==> config.mk <==
export PLATFORM = sky130hd
export DESIGN_NAME = window_reg_bank
export DESIGN_NICKNAME = d
export VERILOG_FILES = /design/src/rtl/window_pkg.sv /design/src/rtl/window_entry.sv /design/src/rtl/window_reg_bank.sv
export SDC_FILE = /design/constraint.sdc
export NUM_CORES = 1
export LEC_CHECK = 0
export CORE_UTILIZATION = 34
export CTS_CLUSTER_SIZE = 16
export DETAILED_ROUTE_END_ITERATION = 6
export DONT_BUFFER_PORTS = 1
export GPL_ROUTABILITY_DRIVEN = 0
export PLACE_DENSITY = 0.48
export SYNTH_ARGS = -nofsm -noshare
export SYNTH_HDL_FRONTEND = slang
export SYNTH_HIERARCHICAL = 1
export SYNTH_SLANG_ARGS = --single-unit
==> constraint.sdc <==
create_clock -name clk -period 2 [get_ports clk]
set_clock_uncertainty 0.05 [all_clocks]
set_input_delay 0.2 -clock clk [delete_from_list [all_inputs] [get_ports clk]]
set_output_delay 0.2 -clock clk [all_outputs]
set_load 0.02 [all_outputs]
==> src/rtl/window_pkg.sv <==
// Shared mode encoding for the pixel window register bank and the ring sampler FSM.
package window_pkg;

  localparam logic [1:0] MODE_HOLD  = 2'b00;
  localparam logic [1:0] MODE_LOAD  = 2'b01;
  localparam logic [1:0] MODE_SHIFT = 2'b10;
  localparam logic [1:0] MODE_CLEAR = 2'b11;

  typedef enum logic [1:0] {
    WM_HOLD  = MODE_HOLD,
    WM_LOAD  = MODE_LOAD,
    WM_SHIFT = MODE_SHIFT,
    WM_CLEAR = MODE_CLEAR
  } wmode_t;

endpackage

==> src/rtl/window_entry.sv <==
// One WIDTH-bit window entry: holds, takes an indexed load, takes its neighbour's
// value on a shift, or returns to the reset value on clear.
module window_entry
  import window_pkg::*;
#(
  parameter int               WIDTH = 8,
  parameter logic [WIDTH-1:0] RESET = '0
) (
  input  logic             clk_i,
  input  logic             rst_i,
  input  wmode_t           mode_i,
  input  logic             load_hit_i,
  input  logic [WIDTH-1:0] load_data_i,
  input  logic [WIDTH-1:0] shift_data_i,
  output logic [WIDTH-1:0] data_o
);

  logic [WIDTH-1:0] dataQ, dataD;

  always_comb begin
    dataD = dataQ;
    unique case (mode_i)
      WM_HOLD:  dataD = dataQ;
      WM_LOAD:  if (load_hit_i) dataD = load_data_i;
      WM_SHIFT: dataD = shift_data_i;
      WM_CLEAR: dataD = RESET;
    endcase
  end

  always_ff @(posedge clk_i) begin
    if (rst_i) dataQ <= RESET;
    else       dataQ <= dataD;
  end

  assign data_o = dataQ;

endmodule

==> src/rtl/window_reg_bank.sv <==
// Bank of DEPTH pixel registers with hold/load/shift/clear modes, random read,
// flattened window output and fill tracking for the FAST circle sampler.
module window_reg_bank
  import window_pkg::*;
#(
  parameter int               WIDTH = 8,
  parameter int               DEPTH = 16,
  parameter logic [WIDTH-1:0] RESET = '0,
  localparam int              IDXW  = $clog2(DEPTH)
) (
  input  logic                   clk,
  input  logic                   rst,
  input  logic [1:0]             mode,
  input  logic [IDXW-1:0]        load_idx,
  input  logic [WIDTH-1:0]       load_data,
  input  logic [WIDTH-1:0]       shift_in,
  output logic [WIDTH-1:0]       shift_out,
  input  logic [IDXW-1:0]        rd_idx,
  output logic [WIDTH-1:0]       rd_data,
  output logic [WIDTH*DEPTH-1:0] window,
  output logic [IDXW:0]          fill_count,
  output logic                   full,
  output logic                   idx_err
);

  localparam logic [IDXW:0] DEPTH_C = (IDXW + 1)'(DEPTH);
  localparam logic [IDXW:0] ONE_C   = (IDXW + 1)'(1);

  wmode_t           opMode;
  logic [WIDTH-1:0] entryQ [DEPTH];
  logic [IDXW:0]    fillCntQ, fillCntD;
  logic             idxErrQ, idxErrD;
  logic [WIDTH-1:0] rdData;

  assign opMode = wmode_t'(mode);

  for (genvar i = 0; i < DEPTH; i++) begin : g_entry
    logic [WIDTH-1:0] shiftSrc;
    if (i == 0) begin : g_head
      assign shiftSrc = shift_in;
    end else begin : g_body
      assign shiftSrc = entryQ[i-1];
    end

    window_entry #(
      .WIDTH (WIDTH),
      .RESET (RESET)
    ) u_entry (
      .clk_i        (clk),
      .rst_i        (rst),
      .mode_i       (opMode),
      .load_hit_i   (load_idx == IDXW'(i)),
      .load_data_i  (load_data),
      .shift_data_i (shiftSrc),
      .data_o       (entryQ[i])
    );

    assign window[i*WIDTH +: WIDTH] = entryQ[i];
  end

  // Out-of-range loads never match an entry, so they only raise the sticky error.
  always_comb begin
    fillCntD = fillCntQ;
    idxErrD  = idxErrQ;
    unique case (opMode)
      WM_HOLD:  ;
      WM_LOAD:  if ({1'b0, load_idx} >= DEPTH_C) idxErrD = 1'b1;
      WM_SHIFT: if (fillCntQ != DEPTH_C) fillCntD = fillCntQ + ONE_C;
      WM_CLEAR: begin
        fillCntD = '0;
        idxErrD  = 1'b0;
      end
    endcase
  end

  always_ff @(posedge clk) begin
    if (rst) begin
      fillCntQ <= '0;
      idxErrQ  <= 1'b0;
    end else begin
      fillCntQ <= fillCntD;
      idxErrQ  <= idxErrD;
    end
  end

  always_comb begin
    rdData = RESET;
    for (int i = 0; i < DEPTH; i++) begin
      if (rd_idx == IDXW'(i)) rdData = entryQ[i];
    end
  end

  assign rd_data    = rdData;
  assign shift_out  = entryQ[DEPTH-1];
  assign fill_count = fillCntQ;
  assign full       = (fillCntQ == DEPTH_C);
  assign idx_err    = idxErrQ;

endmodule

==> results.sh <==
export IMPL_synth_sequential_area_ratio_pct=33.5
export IMPL_vdd_drop_max_mv=0.481
export IMPL_synthCells=937
export IMPL_critPathRequiredTime_ns=1.75
export IMPL_vias=8689
export IMPL_max_cap_violations=0
export IMPL_yosys_warnings=6
export IMPL_cts_tree="built"
export IMPL_fp_dieH_um=155
export IMPL_firstDrtPassIters=7
export IMPL_grt_pass1_vias=8366
export IMPL_p_per_area_nw_per_um2=629
export IMPL_drc=0
export IMPL_netlist_area_um2=7950
export IMPL_violations="negative setup slack"
export IMPL_postLayoutSetupSlackWorst_ns=-0.205
export IMPL_cts_buffers=17
export IMPL_ant_nets=0
export IMPL_ys_types=48
export IMPL_min_delay_path_class="in2reg"
export IMPL_dpl_hpwl_mm=23.8
export IMPL_drt_iter0_drc=784
export IMPL_io_buffer_count=0
export IMPL_netlist_area_leader_share_pct=33.5
export IMPL_grt_max_degree=85
export IMPL_dp_cells=1330
export IMPL_worstSetupEndpointType="output port"
export IMPL_syn2layout_area_growth_pct=30.7
export IMPL_wirelength_mm=35.5
export IMPL_path_buf_inv=1
export IMPL_drive_above_1_share_pct=25.6
export IMPL_synth_common_cells="dfxtp_1, a21oi_1, nand3_1"
export IMPL_worst_slew_pin_slew_ns=0.972
export IMPL_post_cts_buffers=0
export IMPL_finalHoldViolations=0
export IMPL_viasPerCell=6.09
export IMPL_root_buffer="clkbuf_16"
export IMPL_yosysMostFrequentCell="dfxtp_1"
export IMPL_critical_path_max_stage_delay_ns=0.47
export IMPL_synth_main_ff_cell="dfxtp_1"
export IMPL_leakagePower_nw=3.83
export IMPL_setup_worst_path_start_class="flip-flop"
export IMPL_die_w_um=155
export IMPL_core_rowCount=55
export IMPL_relSlewSlack_pct=35.0
export IMPL_fin_cells=1427
export IMPL_core_area_um2=22800
export IMPL_ys_seq_elements=133
export IMPL_cts_sinks=133
export IMPL_rsz0062_at_grt="yes"
export IMPL_critPathArrivalTime_ns=1.95
export IMPL_num_io_pins=179
export IMPL_cp_slowest_cell="mux4_2"
export IMPL_wl_per_cell_um=24.9
export IMPL_status="finished, violations left"
export IMPL_clk_pin_slew_ns=0.06
export IMPL_synth_edf_count=0
export IMPL_path_class="reg2out"
export IMPL_finalSetupViolCount=3
export IMPL_finalMaxSlewViolations=0
export IMPL_grt_pass1_wl_mm=53.8
export IMPL_grt_ovfl_total=0
export IMPL_nets=1133
export IMPL_period_share_pct=110
export IMPL_h_tree_depth=4
export IMPL_max_freq_ghz=0.454
export IMPL_syn_num_nets=967
export IMPL_async_reset_ff_share_pct=0
export IMPL_yosys_area_top_type="dfxtp_1"
export IMPL_antenna_found_initial=1
export IMPL_critical_path_cell_chain="mux2_2, mux4_2, a21oi_2, o211ai_1, buf_4"
export IMPL_start_util_pct=34.9
export IMPL_clk_latency_ns=0.42
export IMPL_post_route_util_pct=45.6
export IMPL_track_usage_pct=29.8
export IMPL_dpl_worst_slack_ns=0.104
export IMPL_critPathMaxFanout=2
export IMPL_dieArea_um2=24000
export IMPL_clockBufferDepth=2
export IMPL_fin_crit_ns=2.20
export IMPL_avgSynthCellArea_um2=8.48
export IMPL_netlist_top_cells_area="dfxtp_1, a32oi_1, a21oi_1"
export IMPL_crit_family="multiplexers"
[worst paths after layout]
path                            slack (ns)                         start                            to  depth (start not counted)
worst min register to register        0.59                 fill_count[1]                 fill_count[1]                          4
worst max register to register        0.12                 fill_count[3]                 fill_count[2]                          5
worst max-delay path                 -0.20  g_entry[4].u_entry/data_o[6]                    rd_data[6]                          5
worst min-delay path                  0.03                  load_data[3]  g_entry[5].u_entry/data_o[3]                          2
[per-layer routing]
metal,up-vias,wire (µm),GRT usage [%]
met5,-,0,0
met4,0,1200,13.0
met3,69,3300,8.36
met2,461,15900,45.8
met1,4217,15100,38.8
li1,3942,-,-
[flip-flops by register name, indices dropped and copies added, names as in the netlist]
register,count
fill_count,5
g_entry.u_entry/data_o,128
[kinds of logic (layout without fill, tap and decap cells)]
family / after synthesis / after routing / share of synthesized area (%)
muxes: 37 / 37 / 4.86
adders and majority gates: 2 / 2 / 0.315
AOI/OAI and AO/OA: 374 / 374 / 32.6
other: 1 / 2 / 0.0472
DFF: 133 / 133 / 33.5
and+or+nand+nor: 272 / 272 / 20.0
buffers and inverters: 118 / 294 / 8.73
[metrics by stage]
step / total power, mW / hold WS, ns / setup TNS, ns / cell area, µm²
floorplan: 3.38 / 0.219 / 0 / 7950
global placement: 3.49 / 0.229 / 0 / 8990
detailed placement: 3.49 / 0.229 / 0 / 8990
CTS: 6.55 / 0.00103 / -0.295 / 10300
global route: 6.76 / 0.0302 / -0.594 / 10400
finish: 6.53 / 0.0265 / -0.253 / 10400
[where the power goes]
part | total (mW) | internal (mW) | switching (mW)
sequential | 2.72 | 2.69 | 0.0328
clock | 2.93 | 1.75 | 1.18
combinational | 0.884 | 0.339 | 0.545
total | 6.53 | 4.78 | 1.76
[layout make-up]
class	instances	area, µm²
fill	2265	12400
inverter	39	146
timing repair buffer	226	1900
clock buffer	24	472
sequential	133	2670
antenna	1	2.50
clock inverter	5	52.6
tap	313	392
multi-input combinational	686	4750
[placed cells by master (no fill, tap or decap), types with 3 or more instances in the layout]
cell / netlist / layout
buf_4: 27 / 153
a21oi_1: 128 / 126
dfxtp_1: 133 / 124
nand3_1: 117 / 117
a32oi_1: 114 / 114
dlygate4sd3_1: 0 / 67
o21ai_0: 45 / 39
inv_1: 38 / 38
mux2i_1: 33 / 33
nor2_1: 31 / 30
a211oi_2: 16 / 19
nor2b_1: 18 / 18
nand2_1: 18 / 18
o21bai_1: 17 / 17
clkbuf_16: 0 / 17
nand2_2: 16 / 16
nor3b_2: 16 / 16
and2b_4: 16 / 16
nand2b_1: 14 / 13
o22ai_1: 9 / 9
nor3_1: 14 / 9
dfxtp_2: 0 / 9
o31ai_1: 7 / 7
a211oi_1: 10 / 7
o22a_1: 6 / 6
a211o_1: 6 / 6
nor3_2: 0 / 5
clkbuf_1: 6 / 5
buf_6: 18 / 5
a31oi_4: 0 / 4
o21ai_2: 0 / 4
a22oi_1: 4 / 4
mux2_2: 3 / 3
o21ai_1: 2 / 3
clkinv_2: 0 / 3
[repair_timing]
action	4_1_cts	5_1_grt
hold buffers	68	0
endpoints found under the hold margin	133	0
resized for setup	28	20
endpoints found under the setup margin	7	10
pin swaps	11	11
Note: power is estimated with default switching activity, not from simulation.
